<file path="src/rtl/triangle_list_reader.sv">
// Triangle source for the projection stage: streams vertex triples from a
// synchronous-read memory, keeps one triangle prefetched and serves pops.
module triangle_list_reader #(
  parameter int WI = 8,
  parameter int WF = 8,
  parameter int AW = 10
) (
  input  logic                             clk_i,
  input  logic                             reset_i,
  input  logic                             list_start_i,
  input  logic [AW:0]                      tri_count_i,
  input  logic                             list_r_i,
  output logic                             mem_rden_o,
  output logic [AW+1:0]                    mem_addr_o,
  input  logic [2:0][WI+WF-1:0]            mem_rdata_i,
  output logic [2:0][2:0][WI+WF-1:0]       orig_triangle_o,
  output logic                             list_ready_o,
  output logic                             list_read_done_o,
  output logic                             underrun_o
);

  typedef enum logic [1:0] {IDLE, FETCH, WAITDATA, HOLD} state_t;

  state_t                        state_q, state_d;
  logic [AW:0]                   fetch_left_q, fetch_left_d;
  logic [AW:0]                   pop_left_q, pop_left_d;
  logic [AW+1:0]                 vaddr_q, vaddr_d;
  logic [1:0]                    vsel_q, vsel_d;
  logic [1:0]                    rcnt_q, rcnt_d;
  logic [2:0][2:0][WI+WF-1:0]    pf_tri_q, pf_tri_d;
  logic                          pf_valid_q, pf_valid_d;
  logic [2:0][2:0][WI+WF-1:0]    orig_q, orig_d;
  logic                          ready_q, ready_d;
  logic                          underrun_q, underrun_d;
  logic                          pop_d_q;
  logic                          gen_q, gen_d;
  logic                          rd_pend_q, rd_gen_q;

  logic pop_ok, pop_bad, rd_ret;

  assign mem_rden_o       = (state_q == FETCH);
  assign mem_addr_o       = vaddr_q;
  assign orig_triangle_o  = orig_q;
  assign list_ready_o     = ready_q;
  assign underrun_o       = underrun_q;
  // Held low in the cycle after the final pop so the projector's re-check still sees work.
  assign list_read_done_o = ready_q & (pop_left_q == '0) & ~pop_d_q;

  assign pop_ok  = list_r_i & (pop_left_q != '0) & pf_valid_q;
  assign pop_bad = list_r_i & (pop_left_q != '0) & ~pf_valid_q;
  // Reads issued before the latest restart carry the old generation and are dropped.
  assign rd_ret  = rd_pend_q & (rd_gen_q == gen_q);

  always_comb begin
    state_d      = state_q;
    fetch_left_d = fetch_left_q;
    pop_left_d   = pop_left_q;
    vaddr_d      = vaddr_q;
    vsel_d       = vsel_q;
    rcnt_d       = rcnt_q;
    pf_tri_d     = pf_tri_q;
    pf_valid_d   = pf_valid_q;
    orig_d       = orig_q;
    ready_d      = ready_q;
    underrun_d   = underrun_q;
    gen_d        = gen_q;

    if (rd_ret) begin
      pf_tri_d[vsel_q] = mem_rdata_i;
      vsel_d           = (vsel_q == 2'd2) ? 2'd0 : vsel_q + 2'd1;
    end

    unique case (state_q)
      FETCH: begin
        vaddr_d = vaddr_q + (AW+2)'(1);
        rcnt_d  = rcnt_q + 2'd1;
        if (rcnt_q == 2'd2) begin
          rcnt_d       = 2'd0;
          fetch_left_d = fetch_left_q - (AW+1)'(1);
          state_d      = WAITDATA;
        end
      end
      WAITDATA: begin
        if (rd_ret && vsel_q == 2'd2) begin
          pf_valid_d = 1'b1;
          ready_d    = 1'b1;
          state_d    = HOLD;
        end
      end
      HOLD: begin
        if ((!pf_valid_q || pop_ok) && fetch_left_q != '0) state_d = FETCH;
      end
      default: ;
    endcase

    if (pop_ok) begin
      orig_d     = pf_tri_q;
      pf_valid_d = 1'b0;
      pop_left_d = pop_left_q - (AW+1)'(1);
    end
    if (pop_bad) underrun_d = 1'b1;

    if (list_start_i) begin
      fetch_left_d = tri_count_i;
      pop_left_d   = tri_count_i;
      vaddr_d      = '0;
      vsel_d       = 2'd0;
      rcnt_d       = 2'd0;
      pf_valid_d   = 1'b0;
      orig_d       = orig_q;
      ready_d      = (tri_count_i == '0);
      underrun_d   = 1'b0;
      gen_d        = ~gen_q;
      state_d      = (tri_count_i == '0) ? HOLD : FETCH;
    end
  end

  always_ff @(posedge clk_i or posedge reset_i) begin
    if (reset_i) begin
      state_q      <= IDLE;
      fetch_left_q <= '0;
      pop_left_q   <= '0;
      vaddr_q      <= '0;
      vsel_q       <= '0;
      rcnt_q       <= '0;
      pf_tri_q     <= '0;
      pf_valid_q   <= 1'b0;
      orig_q       <= '0;
      ready_q      <= 1'b0;
      underrun_q   <= 1'b0;
      pop_d_q      <= 1'b0;
      gen_q        <= 1'b0;
      rd_pend_q    <= 1'b0;
      rd_gen_q     <= 1'b0;
    end else begin
      state_q      <= state_d;
      fetch_left_q <= fetch_left_d;
      pop_left_q   <= pop_left_d;
      vaddr_q      <= vaddr_d;
      vsel_q       <= vsel_d;
      rcnt_q       <= rcnt_d;
      pf_tri_q     <= pf_tri_d;
      pf_valid_q   <= pf_valid_d;
      orig_q       <= orig_d;
      ready_q      <= ready_d;
      underrun_q   <= underrun_d;
      pop_d_q      <= list_r_i;
      gen_q        <= gen_d;
      rd_pend_q    <= mem_rden_o;
      rd_gen_q     <= gen_q;
    end
  end

endmodule

</file>
<file path="config.mk">
export PLATFORM = sky130hd
export DESIGN_NAME = triangle_list_reader
export DESIGN_NICKNAME = d
export VERILOG_FILES = /design/src/rtl/triangle_list_reader.sv
export SDC_FILE = /design/constraint.sdc
export NUM_CORES = 1
export LEC_CHECK = 0
export CAP_MARGIN = 20
export CORE_MARGIN = 3
export CORE_UTILIZATION = 57
export CTS_CLUSTER_DIAMETER = 200
export DETAILED_ROUTE_END_ITERATION = 7
export PLACE_DENSITY = 0.89
export SLEW_MARGIN = 40
export SYNTH_ARGS = -nofsm -noshare
export SYNTH_HDL_FRONTEND = slang
export SYNTH_SLANG_ARGS = --single-unit
</file>
<file path="constraint.sdc">
create_clock -name clk_i -period 25.1 [get_ports clk_i]
set_input_delay 7.53 -clock clk_i [delete_from_list [all_inputs] [get_ports clk_i]]
set_output_delay 7.53 -clock clk_i [all_outputs]
set_load 0.02 [all_outputs]
</file>
==> results of run 1 <==
==> synthesized netlist by cell type, types with 4 or more instances <==
master,n,area share
sky130_fd_sc_hd__buf_1,4,0.0011
sky130_fd_sc_hd__a31oi_1,8,0.0037
sky130_fd_sc_hd__mux2_2,223,0.19
sky130_fd_sc_hd__xor2_1,12,0.0078
sky130_fd_sc_hd__nand4b_1,6,0.0039
sky130_fd_sc_hd__nor2_1,28,0.0078
sky130_fd_sc_hd__clkbuf_1,13,0.0036
sky130_fd_sc_hd__nor3_1,7,0.0026
sky130_fd_sc_hd__dfrtp_1,335,0.63
sky130_fd_sc_hd__a21oi_1,14,0.0052
sky130_fd_sc_hd__or4_1,4,0.0022
sky130_fd_sc_hd__inv_1,10,0.0028
sky130_fd_sc_hd__nand3_1,8,0.0030
sky130_fd_sc_hd__ha_1,5,0.0047
sky130_fd_sc_hd__o21ai_0,6,0.0022
sky130_fd_sc_hd__or3_1,4,0.0019
sky130_fd_sc_hd__buf_2,13,0.0049
sky130_fd_sc_hd__xnor2_1,9,0.0059
sky130_fd_sc_hd__nand2b_1,4,0.0019
sky130_fd_sc_hd__nand4_1,7,0.0033
sky130_fd_sc_hd__nor4_1,8,0.0037
sky130_fd_sc_hd__buf_6,9,0.0076
sky130_fd_sc_hd__nand2_1,13,0.0036
sky130_fd_sc_hd__mux2_4,69,0.077
==> per-layer routing <==
metal	vias to the layer above	wire length [um]	track usage
li1	3524	-	-
met1	4063	11900	0.295
met2	212	14300	0.392
met3	39	1500	0.0455
met4	2	390	0.0442
met5	-	13	0
==> flip-flops by register name, indices dropped and copies added, names as in the netlist, 2 cells and up <==
signal and cells:
rcnt_q 2, mem_addr_o 12, orig_triangle_o 144, state_q 2
fetch_left_q 11, pop_left_q 11, pf_tri_q 144, vsel_q 2
==> worst max-delay path by stage <==
stage          slack (ps)           from  cells past startpoint                   to
6_report            14880  pop_left_q[0]                      6     list_read_done_o
5_1_grt             14700  pop_left_q[0]                      6     list_read_done_o
4_1_cts             14860  pop_left_q[0]                      6     list_read_done_o
3_5_place_dp        14860       list_r_i                      6   orig_triangle_o[9]
3_3_place_gp        14230       list_r_i                      6  orig_triangle_o[79]
2_1_floorplan        8290        reset_i                      1      fetch_left_q[0]
==> stage by stage <==
stage                     power (uW)  instances   util  setup WS [ps]  hold slack [ps]
after global placement          1070       1361  0.693          14230              456
after global routing            1660       1423  0.744          14700              490
after detailed placement        1100       1363  0.695          14860              468
final                           1580       1423  0.744          14880              474
after floorplan                  999        858      -           8290              444
after CTS                       1600       1422  0.743          14860              479
==> kinds of logic (layout without fill, tap and decap cells) <==
logic type      count (synthesis)  after routing  share of synthesized area
buf+inv                        50            302                     0.0202
flops                         335            335                      0.625
fa+ha+maj                       5              5                    0.00466
mux                           295            295                      0.267
simple gates                  106            106                     0.0460
compound gates                 45             45                     0.0225
xor+xnor                       22             22                     0.0149
==> final cells by class <==
type	instances	area, um2	share of cell area
timing repair buffer	232	2350	0.138
clock inverter	8	68.8	0.00404
clock buffer	51	1040	0.0608
sequential	335	8380	0.492
tap	313	392	0.0230
inverter	11	53.8	0.00316
multi-input combinational	473	4770	0.279
==> power by group through the flow <==
stage	registers [uW]	logic (uW)	clock network (uW)
floorplan	751	247	0
global placement	750	320	0
detailed placement	763	335	0
CTS	757	339	502
global route	773	360	526
finish	758	333	492
==> results, run 1 <==
- The relative max-transition margin is 0.477.
- The worst setup path is launched from a flop.
- The DRC violation count after routing is 0.
- Of the total power, the clock network draws 0.311.
- The all-layer global routing usage is 0.224.
- The maximum clock insertion buffer count is 3.
- Of the total power, the share spent switching nets is 0.259.
- The cell area that synthesis handed to floorplanning was 0.0134 mm2.
- Data on the critical path arrives at its endpoint at 2690 ps.
- The remaining number of nets flagged by the antenna check after routing is 0.
- The register-to-register setup slack is 22,250 ps.
- For this design the static power due to leakage is 0.00747 uW.
- The clock tree from TritonCTS is done.
- The final count of pins violating max slew was 0.
- The wire-length estimate of the detail-placed layout is 18,300 um.
- Counting the buffers created by CTS gives 34.
- Counting flops with an async set or reset pin after synthesis yields a share of 1.00.
- Clock-pin slew was measured on the worst setup and hold paths at 60 ps.
- In the finished design, the share of the clock period the worst path needs comes to 0.407.
- The worst hold path passes through 0 cells.
- The routed design has 28,100 um of wire.
- For the worst setup path, the data required time is 17,570 ps.
- The clock net in this run drives a total of 335 sinks.
- The portion of total power attributed to combinational logic is 0.210.
- The worst register-to-register path ends at orig_triangle_o[124].
- Across the VDD grid, the largest voltage drop is 61.4 uV.
- The floorplan step set the die width to 159 um.
- The area growth from synthesis to final layout is 27.1%.
- During I/O placement, the number of pins put on the boundary was 223.
- The worst hold path terminates at rd_gen_q.
- The synthesized design contains 0 enable-type register cells.
- The count of final setup violators is 0.
- The run finished with clean final reports.
- The capturing element type of the critical path is an output pin.
- Dividing the detail-routed via count by the number of cells gives 5.51.
- The critical-path maximum fanout is 5.
- Internal power comes to 1170 uW.
- The critical path goes through inv_1 > ha_1 > nor4b_4 > nand3_1 > nor3b_1 > clkdlybuf4s50_1.
- Dividing the detail-routed wire length by the instance count gives 19.7 um.
- The net count of the finished layout is 1,155.
- On the critical path, the stage with the largest delay is an instance of sky130_fd_sc_hd__clkdlybuf4s50_1.
- The top cell types in the final layout, fill and taps aside, are sky130_fd_sc_hd__dfrtp_1, sky130_fd_sc_hd__mux2_2, sky130_fd_sc_hd__clkdlybuf4s50_1.
- The post-synthesis register bit count is 335.
- Summing all non-filler instances in the final layout gives an area of 0.0171 mm2.
- The via count of the first global-routing pass is 8,527.
- During placement, the flow inserted port buffers numbering 222.
- The total via count after detailed routing is 7,840.
- The post-synth net total is 926.
- Max-cap violations in this run came to 0.
- The main flop type after synthesis is sky130_fd_sc_hd__dfrtp_1.
- The H-tree depth is 2.
- On the final layout, the worst clock skew is 6.93 ps.
- At the end of routability-driven placement, the weighted congestion stood at 0.799.
- In this run the most critical hold path is launched from gen_q.
- The clock root buffer master is sky130_fd_sc_hd__clkbuf_16.
- The kind of cell with the highest combined delay along the critical path is simple AND/OR/NAND/NOR gates.
- The measured slew at the worst slew-check pin is 785 ps.
- The area of the core is 0.0229 mm2.
- The number of warning messages in the yosys log is 0.
- Of the cells placed in the final design, the portion with a size suffix greater than 1 is 0.332.
- The length of the first detailed-routing pass in iterations is 5.
- The cell area after placement is 0.0159 mm2.
- Power spread over the standard cell area amounts to 92.8 mW/mm2.
- The count of instances resized after the clock tree is built is 0.
- The fill cell instance count of the final layout is 1,416.
- The starting utilization of the core area is 0.585.
- The worst path needs 10,220 ps of the cycle, external delays included.
- The number of antenna violations at the first check in global routing is 1.
- The average instance area after synthesis is 15.6 um2.
- The post-CTS setup buffer count is 0.
- The delay contributed by the slowest stage of the critical path is 670 ps.
- The post-route setup TNS is 0 ps.
- The startpoint of the lowest-slack register-to-register path is pop_left_q[0].
- The height of the die is 159 um.
- The critical path start-end classification is reg2out.
- Derived from the worst setup path, the maximum achievable clock frequency is 97.9 MHz.
- The clock insertion delay at the later pin of the skew report is 490 ps.
- Setup repair after global routing left no endpoint under its margin.
- Summed over all nets, the switching power comes to 409 uW.
- The share of total power dissipated in sequential elements is 0.479.
- The overflow left after global routing is 0.
- In this run, distinct cell masters in the synthesized netlist total 48.
- The number of failing hold endpoints at the final stage is 0.
- The area enclosed by the die boundary is 0.0254 mm2.
- The count of hold buffers inserted by post-cts repair is 0.
- The first global-routing pass estimated 46,500 um of wire.
- After floorplanning, the core was divided into 55 placement rows.
- The library cell used most frequently in the layout, excluding fill and tap cells, is sky130_fd_sc_hd__dfrtp_1.
- The worst register-to-register path has a depth of 7.
- The sequential-to-total area share from yosys stat is 0.625.
- Entering global routing, the biggest net connects 150 pins.
- The first routing iteration left 362 violations.
- The number of antenna diodes in the final layout is 0.
- The tightest min-delay check is of the reg2reg type.
- Counting every instance in the synthesized netlist gives 858.
- The critical path contains buffers and inverters numbering 2 combined.
Power figures use the tool's default switching activity.
==> run 2: changes to the inputs <==
CORE_UTILIZATION = 53   (was 57)
PLACE_DENSITY = 0.84   (was 0.89)
clock period = 9.5 ns   (was 25.1 ns; I/O delays follow)
==> run 2 against run 1 <==
Clock power grew to 2.9 times the previous value; clock skew grew 12 ps; routed wire length grew 0.71%; global-route usage shrank 1.3 points; critical path depth is the same; sequential power grew to 2.6 times the previous value; die area grew 7.3%; via count shrank 0.38%; critical endpoint unchanged; register-to-register slack lost 16000 ps; largest cell class unchanged; worst setup slack lost 11000 ps; hold slack lost 4.2 ps.
==> results, run 2 (synthesis results as in run 1) <==
- The clock period minus worst slack is 5540 ps.
- The run finished with clean final reports.
- The global routing usage on met2 came to 0.348 (-0.0440).
- Timing would allow up to 181 MHz.
- The DRC violation count after routing came to 0 (unchanged).
- The H-tree depth came to 2 (unchanged).
- The area growth from synthesis to final layout is 28.1%.
- The final estimated routing congestion in global placement came to 0.796 (-0.26%).
- The final count of pins violating max slew was 0 (unchanged).
- The routed via count divided by cell count is 5.43 (-1.4%).
- The leakage power summed over all cells is 0.00751 uW (+0.60%).
- The share of the clock period used by the worst path after layout is 0.583.
- The clock net sink count came to 335 (unchanged).
- The detailed placer's ending HPWL is 18,000 um (-1.7%).
- The final-layout worst hold slack was 470 ps (-4.22 ps).
- TritonCTS built the clock tree.
- The post-CTS setup buffer count came to 0 (unchanged).
- The fraction of layout cells with a size suffix above 1 is 0.335 (+0.00270).
- The critical-path maximum fanout is 5 (unchanged).
- The row count is 57 (+3.6%).
- The peak supply drop is 188 uV (+210%).
- The all-layer global routing usage is 0.211 (-0.0131).
- The remaining number of nets flagged by the antenna check after routing is 0 (unchanged).
- The most common cell after layout, fill and taps aside is sky130_fd_sc_hd__dfrtp_1.
- The total CTS buffers came to 35 (+2.9%).
- met2 is the most crowded layer.
- The sum of routed wire length over all layers came to 28,300 um (+0.71%).
- The port buffer count came to 222 (unchanged).
- The height of the die is 165 um (+3.6%).
- The starting utilization of the core area is 0.545 (-0.0402).
- The number of failing hold endpoints at the final stage is 0 (unchanged).
- The first-pass GRT wire length was 45,400 um (-2.2%).
- The net total in the final layout came to 1,158 (+0.26%).
- The count of hold buffers inserted by post-cts repair is 0 (unchanged).
- Setup repair after global routing left no endpoint under its margin.
- The met1 layer usage reported by global route was 0.290 (-0.00508).
- The startpoint of the lowest-slack register-to-register path is pop_left_q[0].
- The final core area utilization is 0.699 (-0.0456).
- The maximum clock insertion buffer count is 3 (unchanged).
- The via count of the first global-routing pass is 8,218 (-3.6%).
- The clock-pin slew on the worst setup and hold paths is 60 ps (about the same).
- The total via count after detailed routing is 7,810 (-0.38%).
- The critical path in this run is classified as reg2out.
- The ratio of total power to cell area is 249 mW/mm2 (+170%).
- The count of final setup violators came to 0 (unchanged).
- The start point of the worst hold path is gen_q.
- The post-route setup TNS was 0 ps (unchanged).
- The number of diodes added for antenna fixing is 0 (unchanged).
- The reported max-cap violation count is 0 (unchanged).
- The area of the core is 0.0246 mm2 (+7.4%).
- The pin count of the biggest net entering global routing came to 134 (-11%).
- The starting DRC count in detailed routing is 447 (+23%).
- The number of antenna violations at the first check in global routing is 0 (-1).
- The worst hold path class is reg2reg.
- The relative max-transition margin was 0.436 (-0.0407).
- The worst setup path is captured at an output pin.
- The clock insertion delay at the later pin of the skew report is 510 ps (+20 ps).
- The area enclosed by the die boundary is 0.0273 mm2 (+7.3%).
- In the layout the commonest cells are sky130_fd_sc_hd__dfrtp_1, sky130_fd_sc_hd__mux2_2, sky130_fd_sc_hd__clkdlybuf4s50_1.
- The measured slew at the worst slew-check pin was 846 ps (+61.1 ps).
- The count of instances resized after the clock tree is built is 0 (unchanged).
- The overflow left after global routing is 0 (unchanged).
- The cell sitting at the root of the clock tree is a sky130_fd_sc_hd__clkbuf_16.
- The overall die width came to 165 um (+3.6%).
- The largest clock skew in the final design is 18.5 ps (+11.6 ps).
- The type of origin of the critical path is a flop.
- The beginning of the critical path is pop_left_q[0].
- The required time of the critical path is 6650 ps (-10,920 ps).
- The arrival time of data at the critical path endpoint is 2690 ps (about the same).
- The number of ports placed on the die boundary came to 223 (unchanged).
- The length of the first detailed-routing pass in iterations is 5 (unchanged).
- The met3 global-route usage is 0.0437 (-0.00187).
- The wire length per cell is 19.7 um (-0.28%).
==> run 2: cell types whose count changed in the layout (fill, tap and decap cells not counted), sizes merged <==
cell,before,now
buf,10,12
clkinvlp,0,1
inv,11,10
bufinv,1,4
clkbuf,51,49
==> run 2: critical path, stage by stage (launching register included) <==
cell                              delay [ps]
sky130_fd_sc_hd__dfrtp_1                 400
sky130_fd_sc_hd__inv_1                   130
sky130_fd_sc_hd__ha_1                    210
sky130_fd_sc_hd__nor4b_4                 350
sky130_fd_sc_hd__nand3_1                 210
sky130_fd_sc_hd__nor3b_1                 240
sky130_fd_sc_hd__clkdlybuf4s50_1         640
==> run 2: through the flow <==
stage | std cells | power (uW) | cell area, um2 | worst slack [ps]
floorplan | 858 | 2640 | 13400 | 2170
global placement | 1375 | 2830 | 15900 | 4060
detailed placement | 1376 | 2890 | 15900 | 4020
CTS | 1436 | 4330 | 17200 | 3970
global route | 1437 | 4500 | 17200 | 3830
finish | 1437 | 4290 | 17200 | 3960
==> run 2: cell type report <==
cell class,count,area [um2]
fill,1656,7420
multi-input combinational,473,4770
clock buffer,49,1030
clock inverter,11,178
inverter,11,45.0
timing repair buffer,234,2380
tap,324,405
sequential,335,8380
==> run 2: final timing paths <==
path | endpoint | slack, ps | depth (start not counted)
max in group asynchronous | pop_left_q[1] | 5320 | 4
min | rd_gen_q | 470 | 0
min reg2reg | rd_gen_q | 470 | 0
max reg2reg | orig_triangle_o[101] | 6540 | 8
min in group asynchronous | orig_triangle_o[61] | 2770 | 2
max | list_read_done_o | 3960 | 6
==> run 2: metal layers <==
metal | vias up | share of wire
met5 | - | 0
met4 | 0 | 0.017
met1 | 4045 | 0.43
met2 | 217 | 0.50
met3 | 29 | 0.058
li1 | 3519 | -
==> run 2: power by group <==
group	total, uW	switching [uW]	internal [uW]
clock	1420	549	867
combinational	878	355	523
sequential	1990	197	1800
total	4290	1100	3190
